==> src/rtl/fetch_ctrl.sv <==
// Fetch-stage sequencing controller: boot, branch/exception redirect, stall watchdog, flush timing.
// Optional build macro FETCH_CTRL_PERF_EN adds saturating stall/flush performance counters.
module fetch_ctrl #(
  parameter int unsigned PC_W      = 5,
  parameter int unsigned BOOT_CYC  = 2,
  parameter int unsigned FLUSH_CYC = 2,
  parameter int unsigned STALL_MAX = 8
) (
  input  logic            clk,
  input  logic            rst_n,
  input  logic            stall_req,
  input  logic            br_taken,
  input  logic [PC_W-1:0] br_target,
  input  logic            exc_req,
  input  logic            exc_clear,
  input  logic [PC_W-1:0] exc_ret_pc,
  output logic            fetch_en,
  output logic            fetch_jump,
  output logic [PC_W-1:0] fetch_jump_pc,
  output logic            fetch_trap,
  output logic            flush,
  output logic            stall_timeout,
  output logic [2:0]      state_o
`ifdef FETCH_CTRL_PERF_EN
  ,
  output logic [15:0]     perf_stall_cnt,
  output logic [15:0]     perf_flush_cnt
`endif
);

  localparam logic [2:0] S_BOOT  = 3'd0;
  localparam logic [2:0] S_RUN   = 3'd1;
  localparam logic [2:0] S_STALL = 3'd2;
  localparam logic [2:0] S_FLUSH = 3'd3;
  localparam logic [2:0] S_TRAP  = 3'd4;

  localparam int unsigned BOOT_W  = $clog2(BOOT_CYC + 1);
  localparam int unsigned FLUSH_W = $clog2(FLUSH_CYC + 1);
  localparam int unsigned STALL_W = $clog2(STALL_MAX + 1);

  logic [2:0]         r_state;
  logic [BOOT_W-1:0]  r_boot_cnt;
  logic [FLUSH_W-1:0] r_flush_cnt;
  logic [STALL_W-1:0] r_stall_cnt;

  logic [2:0]         w_state_nxt;
  logic [BOOT_W-1:0]  w_boot_nxt;
  logic [FLUSH_W-1:0] w_flush_nxt;
  logic [STALL_W-1:0] w_stall_nxt;

  // State and counter registers
  always_ff @(posedge clk or negedge rst_n) begin
    if (!rst_n) begin
      r_state     <= S_BOOT;
      r_boot_cnt  <= '0;
      r_flush_cnt <= '0;
      r_stall_cnt <= '0;
    end else begin
      r_state     <= w_state_nxt;
      r_boot_cnt  <= w_boot_nxt;
      r_flush_cnt <= w_flush_nxt;
      r_stall_cnt <= w_stall_nxt;
    end
  end

  // Next-state and combinational outputs; counters read zero outside their own state
  always_comb begin
    w_state_nxt   = r_state;
    w_boot_nxt    = '0;
    w_flush_nxt   = '0;
    w_stall_nxt   = '0;
    fetch_en      = 1'b0;
    fetch_jump    = 1'b0;
    fetch_jump_pc = '0;
    fetch_trap    = 1'b0;
    flush         = 1'b1;
    stall_timeout = 1'b0;

    case (r_state)
      S_BOOT: begin
        if (r_boot_cnt == BOOT_W'(BOOT_CYC - 1)) begin
          fetch_en    = 1'b1;
          fetch_jump  = 1'b1;
          w_state_nxt = S_RUN;
        end else begin
          w_boot_nxt = r_boot_cnt + BOOT_W'(1);
        end
      end

      S_RUN: begin
        fetch_en = 1'b1;
        flush    = 1'b0;
        if (exc_req) begin
          fetch_en    = 1'b0;
          flush       = 1'b1;
          w_state_nxt = S_TRAP;
        end else if (br_taken) begin
          fetch_jump    = 1'b1;
          fetch_jump_pc = br_target;
          flush         = 1'b1;
          w_state_nxt   = S_FLUSH;
        end else if (stall_req) begin
          fetch_en    = 1'b0;
          w_stall_nxt = STALL_W'(1);
          w_state_nxt = S_STALL;
        end
      end

      S_STALL: begin
        flush = 1'b0;
        if (exc_req) begin
          flush       = 1'b1;
          w_state_nxt = S_TRAP;
        end else if (br_taken) begin
          fetch_en      = 1'b1;
          fetch_jump    = 1'b1;
          fetch_jump_pc = br_target;
          flush         = 1'b1;
          w_state_nxt   = S_FLUSH;
        end else if (!stall_req) begin
          fetch_en    = 1'b1;
          w_state_nxt = S_RUN;
        end else if (r_stall_cnt < STALL_W'(STALL_MAX)) begin
          w_stall_nxt = r_stall_cnt + STALL_W'(1);
        end else begin
          stall_timeout = 1'b1;
          flush         = 1'b1;
          w_state_nxt   = S_TRAP;
        end
      end

      S_FLUSH: begin
        fetch_en = 1'b1;
        if (exc_req) begin
          fetch_en    = 1'b0;
          w_state_nxt = S_TRAP;
        end else if (r_flush_cnt == FLUSH_W'(FLUSH_CYC - 1)) begin
          w_state_nxt = S_RUN;
        end else begin
          w_flush_nxt = r_flush_cnt + FLUSH_W'(1);
        end
      end

      S_TRAP: begin
        fetch_trap = 1'b1;
        if (exc_clear) begin
          fetch_trap    = 1'b0;
          fetch_en      = 1'b1;
          fetch_jump    = 1'b1;
          fetch_jump_pc = exc_ret_pc;
          w_state_nxt   = S_FLUSH;
        end
      end

      default: begin
        w_state_nxt = S_BOOT;
      end
    endcase

    // Hold reset output values while rst_n is low, independent of BOOT_CYC
    if (!rst_n) begin
      fetch_en      = 1'b0;
      fetch_jump    = 1'b0;
      fetch_jump_pc = '0;
      fetch_trap    = 1'b0;
      flush         = 1'b1;
      stall_timeout = 1'b0;
    end
  end

  assign state_o = r_state;

`ifdef FETCH_CTRL_PERF_EN
  logic [15:0] r_perf_stall;
  logic [15:0] r_perf_flush;
  logic        w_perf_stall_inc;
  logic        w_perf_flush_inc;

  assign w_perf_stall_inc = ((r_state == S_RUN) || (r_state == S_STALL)) && !fetch_en;
  assign w_perf_flush_inc = flush && (r_state != S_BOOT);

  // Saturating performance counters
  always_ff @(posedge clk or negedge rst_n) begin
    if (!rst_n) begin
      r_perf_stall <= '0;
      r_perf_flush <= '0;
    end else begin
      if (w_perf_stall_inc && (r_perf_stall != 16'hFFFF)) r_perf_stall <= r_perf_stall + 16'd1;
      if (w_perf_flush_inc && (r_perf_flush != 16'hFFFF)) r_perf_flush <= r_perf_flush + 16'd1;
    end
  end

  assign perf_stall_cnt = r_perf_stall;
  assign perf_flush_cnt = r_perf_flush;
`endif

  // Output invariants
  a_trap_no_en : assert property (@(posedge clk) disable iff (!rst_n) fetch_trap |-> !fetch_en);
  a_jump_en    : assert property (@(posedge clk) disable iff (!rst_n) fetch_jump |-> fetch_en);
  a_pc_zero    : assert property (@(posedge clk) disable iff (!rst_n) !fetch_jump |-> (fetch_jump_pc == '0));
  a_to_pulse   : assert property (@(posedge clk) disable iff (!rst_n) stall_timeout |=> !stall_timeout);

endmodule

==> config.mk <==
export PLATFORM = sky130hd
export DESIGN_NAME = fetch_ctrl
export DESIGN_NICKNAME = d
export VERILOG_FILES = /design/src/rtl/fetch_ctrl.sv
export SDC_FILE = /design/constraint.sdc
export NUM_CORES = 1
export LEC_CHECK = 0
export CAP_MARGIN = 20
export CORE_ASPECT_RATIO = 0.75
export CORE_MARGIN = 2
export CORE_UTILIZATION = 39
export CTS_CLUSTER_DIAMETER = 30
export DETAILED_ROUTE_END_ITERATION = 12
export PLACE_DENSITY = 0.76
export SYNTH_ARGS = -nofsm -noshare
export SYNTH_HDL_FRONTEND = slang
export SYNTH_SLANG_ARGS = --single-unit
==> constraint.sdc <==
create_clock -name clk -period 1.25 [get_ports clk]
set_input_delay 0.125 -clock clk [delete_from_list [all_inputs] [get_ports clk]]
set_output_delay 0.125 -clock clk [all_outputs]
set_load 0.02 [all_outputs]
==> impl_metrics.yaml, run 1 <==
worst_setup_path:
  start_kind: "register"
  slowest_delay_ns: 0.44
  critPathKind: "register to output pin"
  critPathBufInv: 3
  crit_top_cell: "buf_6"
  crit_slowest_cell: "dfrtp_2"
  cp.arrival_ns: 1.65
  crit_chain: "buf_6 > nor3b_2 > buf_4 > and2_4 > o21a_1 > buf_6"
  endpoint_kind: "output pin"
  path_delay_family: "buffers and inverters"
  critical_path.max_fanout: 7
  required_ns: 1.12
timing:
  finClkSkew_ns: 0.003135
  timing.fmax_mhz: 563.8
  slew_headroom_pct: 82.10
  setup_viol: 21
  hold_viol: 0
  min_period_over_period_pct: 141.9
  slew_viol_final: 0
  period_needed_ns: 1.774
  final.setup.worst_slack_ns: -0.5236
  hold_ws_ns: 0.2781
  grt_setup_unrepaired: "yes"
  worst_pin_slew_ns: 0.2681
die:
  fp.dieArea_um2: 2380
  core_um2: 1805
  rows: 13
  die_h_um: 42.75
  ios: 29
  die_w_um: 55.67
  initial_core_util_pct: 43.24
clock_network:
  path_clk_slew_ns: 0.08
  cts.sinks: 11
  worstSkewPairLatency_ns: 0.28
  numCtsBuffers: 3
  cts_tree: "yes"
  cts_buffer_depth: 2
  htree_levels: 1
  cts_root_buf: "clkbuf_4"
place:
  finalWeightedCongestion: 0.8033
  dp_hpwl_mm: 1.761
  io_buffers: 28
final_layout:
  fillerInstances: 77
  drive_above_1_share_pct: 63.09
  diodes: 0
  nets: 167
  areaGrowthSynthToFinish_pct: 105.6
yosys:
  async_flop_share_pct: 100.0
  syn_avg_cell_area_um2: 10.01
  yosys_most_used_dff: "dfrtp_1"
  ys_ff_latch: 11
  ys_warn_count: 0
  syn-num-nets: 95
  yosysUniqueCellTypes: 38
  synth_top_cells_by_count: "dfrtp_1 (11), nor2_1 (9), a32oi_1 (6)"
  synth_edf_count: 0
  yosysMostFrequentCell: "dfrtp_1"
  netlist_area_um2: 780.7
  netlist_top_cells_area: "dfrtp_1 (35%), a32oi_1 (6.7%), nor2_1 (4.3%), buf_6 (4.3%), and2_1 (4.0%)"
  syn_inst: 78
  ys_seq_area_share_pct: 35.26
  yosysTopAreaCell: "dfrtp_1"
  synth_top_area_share_pct: 35.26
run:
  max_cap_viol_count: 0
global_route:
  grt_pass1_vias: 1009
  antenna_found_initial: 0
  track_usage_pct: 24.93
  grt_max_degree: 9
  grt_first_pass_wirelength_mm: 4.602
  grt_overflow: 0
drt:
  first_pass_iters: 4
  vias_per_cell: 5.561
  ant_nets: 0
  drc: 0
  routedWlPerCell_um: 19.05
  met2RoutedLength_mm: 1.603
  wl_mm: 3.258
  maxUsedRoutingLayer: "met4"
  drtIter0Drc: 29
  vias: 951
  dr_wl_met3_um: 225
  wl_met1_mm: 1.368
hold_path:
  hold_class: "primary input to async pin"
pwr:
  vdd_drop_max_mv: 1.543
  p_leak_nw: 0.7314
  power-per-cell-area_nw_per_um2: 1672
  finalPower_mw: 2.683
outcome:
  violations: "negative setup slack"
  outcome: "complete, but fails checks"
[stage by stage]
stage                     setup slack (ns)  TNS, ns  cells  utilization [%]  area, µm²
final                              -0.5236   -6.357    171            88.91       1605
after global routing               -0.5967   -7.568    171            88.91       1605
after CTS                          -0.4728   -5.110    170            83.85       1514
after detailed placement           -0.8275   -9.314    151            71.93       1299
after global placement             -0.7910   -8.930    151            71.93       1299
after floorplan                    -0.1972   -1.676     78                -      829.5
[registers in the layout, indices dropped and copies added (netlist names)]
| register | flops |
|---|---|
| r_flush_cnt | 2 |
| r_stall_cnt | 4 |
| state_o | 3 |
| r_boot_cnt | 2 |
[area by class of cell]
class,instances,area [µm²],share of cell area (%)
flip-flops and latches,11,279.0,17.38
multi-input cells,62,641.9,39.98
inverters,1,3.754,0.2338
repair buffers,71,626.9,39.05
clock buffers,4,26.28,1.637
well taps,22,27.53,1.715
[kinds of logic (layout without fill, tap and decap cells)]
| logic type | Yosys count | after routing | share of synthesized area, % |
|---|---|---|---|
| AOI/OAI and AO/OA | 19 | 19 | 19.55 |
| xor gates and xnor gates | 3 | 3 | 3.366 |
| adders and majority gates | 1 | 1 | 1.602 |
| buffers and inverters | 5 | 76 | 5.769 |
| DFF | 11 | 11 | 35.26 |
| and+or+nand+nor | 39 | 39 | 34.45 |
[power breakdown]
part	switching, mW	total (mW)	internal, mW
Clock	0.137	0.260	0.124
Combinational	0.891	1.92	1.02
Sequential	0.0866	0.508	0.421
Total	1.11	2.68	1.57
[path summary, 6_finish.rpt]
check	from	end	slack [ns]	cells past startpoint
worst max-delay path	state_o[2]$_DFFE_PN0P_	fetch_jump	-0.52	6
worst min-delay path	rst_n	state_o[0]$_DFFE_PN0P_	0.28	2
worst max register to register	state_o[0]$_DFFE_PN0P_	state_o[2]$_DFFE_PN0P_	-0.28	7
worst min register to register	r_boot_cnt[1]$_DFF_PN0_	r_boot_cnt[1]$_DFF_PN0_	0.49	1
max in group asynchronous	rst_n	state_o[2]$_DFFE_PN0P_	0.70	3
min in group clk	r_boot_cnt[1]$_DFF_PN0_	r_boot_cnt[1]$_DFF_PN0_	0.49	1
[repair_timing]
action,CTS,global route
pin swaps,17,11
hold buffers,0,0
setup buffers,16,3
endpoints found under the setup margin,20,22
resized for setup,90,16
[layer usage]
| layer | global-route usage (%) | vias up |
|---|---|---|
| met5 | 0 | - |
| met2 | 42.38 | 42 |
| li1 | - | 430 |
| met4 | 8.780 | 0 |
| met3 | 7.622 | 12 |
| met1 | 29.98 | 467 |
[layout by cell type (no fill, tap or decap), types with 2 or more instances in the layout]
cell,count
dfrtp_1,8
a32oi_2,6
o21a_1,2
dfrtp_2,3
and2_4,2
clkdlybuf4s50_1,14
and2_1,3
nand2_1,3
nor2_4,4
clkbuf_4,3
nor2_2,2
nor2_1,4
buf_6,16
nor4b_4,2
nand3_1,2
nand2b_1,2
and3_1,2
buf_4,39
No activity file was read; power rests on OpenSTA's default activity.
==> run 2: changes to the inputs <==
--- a/config.mk
+++ b/config.mk
@@ -11,7 +11,7 @@
 export CORE_UTILIZATION = 39
 export CTS_CLUSTER_DIAMETER = 30
 export DETAILED_ROUTE_END_ITERATION = 12
-export PLACE_DENSITY = 0.76
+export PLACE_DENSITY_LB_ADDON = 0.1
 export SYNTH_ARGS = -nofsm -noshare
 export SYNTH_HDL_FRONTEND = slang
 export SYNTH_SLANG_ARGS = --single-unit
==> impl_metrics.yaml, run 2 (synthesis results as in run 1) <==
final_layout:
  diodes: 0
  regArea_um2: 279.0
  drive_above_1_share_pct: 63.76
  final_cell_mix: "buf_4 (35), buf_6 (19), clkdlybuf4s50_1 (15)"
  nets: 167
  stdcell_count: 171
  fillerInstances: 82
  multi_input_area_um2: 633.1
  largest_register: "r_stall_cnt"
  largest_reg_flops: 4
  areaGrowthSynthToFinish_pct: 105.8
  final_common_cell: "buf_4"
drt:
  routedWlPerCell_um: 18.80
  first_pass_iters: 4
  wl_mm: 3.214
  vias: 943
  vias_per_cell: 5.515
  drtIter0Drc: 35
  drc: 0
  ant_nets: 0
timing:
  min_period_over_period_pct: 138.6
  slew_headroom_pct: 79.40
  fin_setup_tns_ns: -6.001
  final.setup.worst_slack_ns: -0.4824
  period_needed_ns: 1.732
  grt_setup_unrepaired: "yes"
  slew_viol_final: 0
  setup_viol: 22
  hold_viol: 0
  finClkSkew_ns: 0.004595
  hold_ws_ns: 0.2348
  timing.fmax_mhz: 577.2
  worst_pin_slew_ns: 0.3080
die:
  ios: 29
  rows: 13
  initial_core_util_pct: 43.24
  core_um2: 1805
  die_w_um: 55.67
  fp.dieArea_um2: 2380
  die_h_um: 42.75
place:
  finalWeightedCongestion: 0.7766
  io_buffers: 28
  dp_cells: 154
  dp_hpwl_mm: 1.800
  place_worst_setup_slack_ns: -0.7940
worst_setup_path:
  crit_chain: "buf_6 > nor2_1 > a21boi_4 > o311a_4 > buf_6"
  cp.arrival_ns: 1.61
  critical_path.max_fanout: 6
  worstSetupStartpoint: "state_o[0]$_DFFE_PN0P_"
  start_kind: "register"
  critPathKind: "register to output pin"
  slowest_delay_ns: 0.47
  crit_slowest_cell: "dfrtp_2"
  endpoint_kind: "output pin"
  r2r_slack_ns: -0.27
  r2r_cells: 7
  crit_top_cell: "buf_6"
  required_ns: 1.12
  rr_startpoint: "state_o[0]$_DFFE_PN0P_"
hold_path:
  hold_class: "primary input to async pin"
clock_network:
  htree_levels: 1
  path_clk_slew_ns: 0.07
  cts_root_buf: "clkbuf_4"
  worstSkewPairLatency_ns: 0.27
  cts_buffer_depth: 2
  cts.sinks: 11
  numCtsBuffers: 3
  cts_tree: "yes"
outcome:
  outcome: "complete, but fails checks"
  violations: "negative setup slack"
pwr:
  p_leak_nw: 0.7350
  power-per-cell-area_nw_per_um2: 1669
  vdd_drop_max_mv: 1.410
global_route:
  grt_max_degree: 8
  grt_pass1_vias: 905
  track_usage_pct: 22.15
  grt_first_pass_wirelength_mm: 4.071
  antenna_found_initial: 0
  grt_overflow: 0
run:
  max_cap_viol_count: 0
[run 2: cell types whose count changed in the layout (fill, tap and decap cells not counted), moves of 2 or more]
cell / change
buf_4: -4
a32oi_2: -2
xor2_1: +2
buf_6: +3
[run 2: routing by layer]
| layer | vias up | GRT usage, % | part of all wire (%) |
|---|---|---|---|
| li1 | 435 | - | - |
| met1 | 472 | 27.04 | 42 |
| met2 | 34 | 39.05 | 52 |
| met3 | 2 | 5.793 | 5.1 |
| met4 | 0 | 5.366 | 0.59 |
| met5 | - | 0 | 0 |
[run 2: worst paths after layout]
kind,to
worst max register to register,state_o[2]$_DFFE_PN0P_
worst min register to register,r_boot_cnt[1]$_DFF_PN0_
max in group asynchronous,state_o[0]$_DFFE_PN0P_
worst min-delay path,r_boot_cnt[1]$_DFF_PN0_
worst max-delay path,fetch_en
min in group clk,r_boot_cnt[1]$_DFF_PN0_
[run 2: power breakdown]
| group | internal (mW) | total, mW | switching (mW) |
|---|---|---|---|
| logic | 1.04 | 1.94 | 0.896 |
| registers | 0.422 | 0.504 | 0.0824 |
| clock network | 0.123 | 0.241 | 0.118 |
| total | 1.59 | 2.68 | 1.10 |
[run 2: area by class of cell]
type                    instances  area share, %
well taps                      22          1.713
inverters                       1         0.2336
repair buffers                 71          39.64
clock buffers                   4          1.636
multi-input cells              62          39.41
flip-flops and latches         11          17.37
[run 2: metrics by stage]
step                utilization, %  power (mW)  instance area [µm²]
finish                       88.98       2.682                 1607
global route                 88.98       2.795                 1607
CTS                          83.85       2.409                 1514
detailed placement           73.18       1.827                 1321
global placement             73.18       1.793                 1321
floorplan                        -       1.234                829.5
[run 2: worst max-delay path, delay by kind of cell, from the launching register on]
family	cells	cell delay (ns)
AOI/OAI and AO/OA	2	0.45
DFF	1	0.47
buffers and inverters	2	0.27
and+or+nand+nor	1	0.15
[run 2: timing repair]
item | 4_1_cts | 5_1_grt
pin swaps | 12 | 8
resized for setup | 93 | 15
setup buffers | 9 | 5
endpoints found under the setup margin | 22 | 23
hold buffers | 0 | 0
==> run 3: changes to the inputs <==
--- a/config.mk
+++ b/config.mk
@@ -11,7 +11,7 @@
 export CORE_UTILIZATION = 39
 export CTS_CLUSTER_DIAMETER = 30
 export DETAILED_ROUTE_END_ITERATION = 12
-export PLACE_DENSITY_LB_ADDON = 0.1
+export PLACE_DENSITY = 0.76
 export SYNTH_ARGS = -nofsm -noshare
 export SYNTH_HDL_FRONTEND = slang
 export SYNTH_SLANG_ARGS = --single-unit
==> results of run 3 <==
No change in the layout: final DEF, timing and power equal those of run 1.
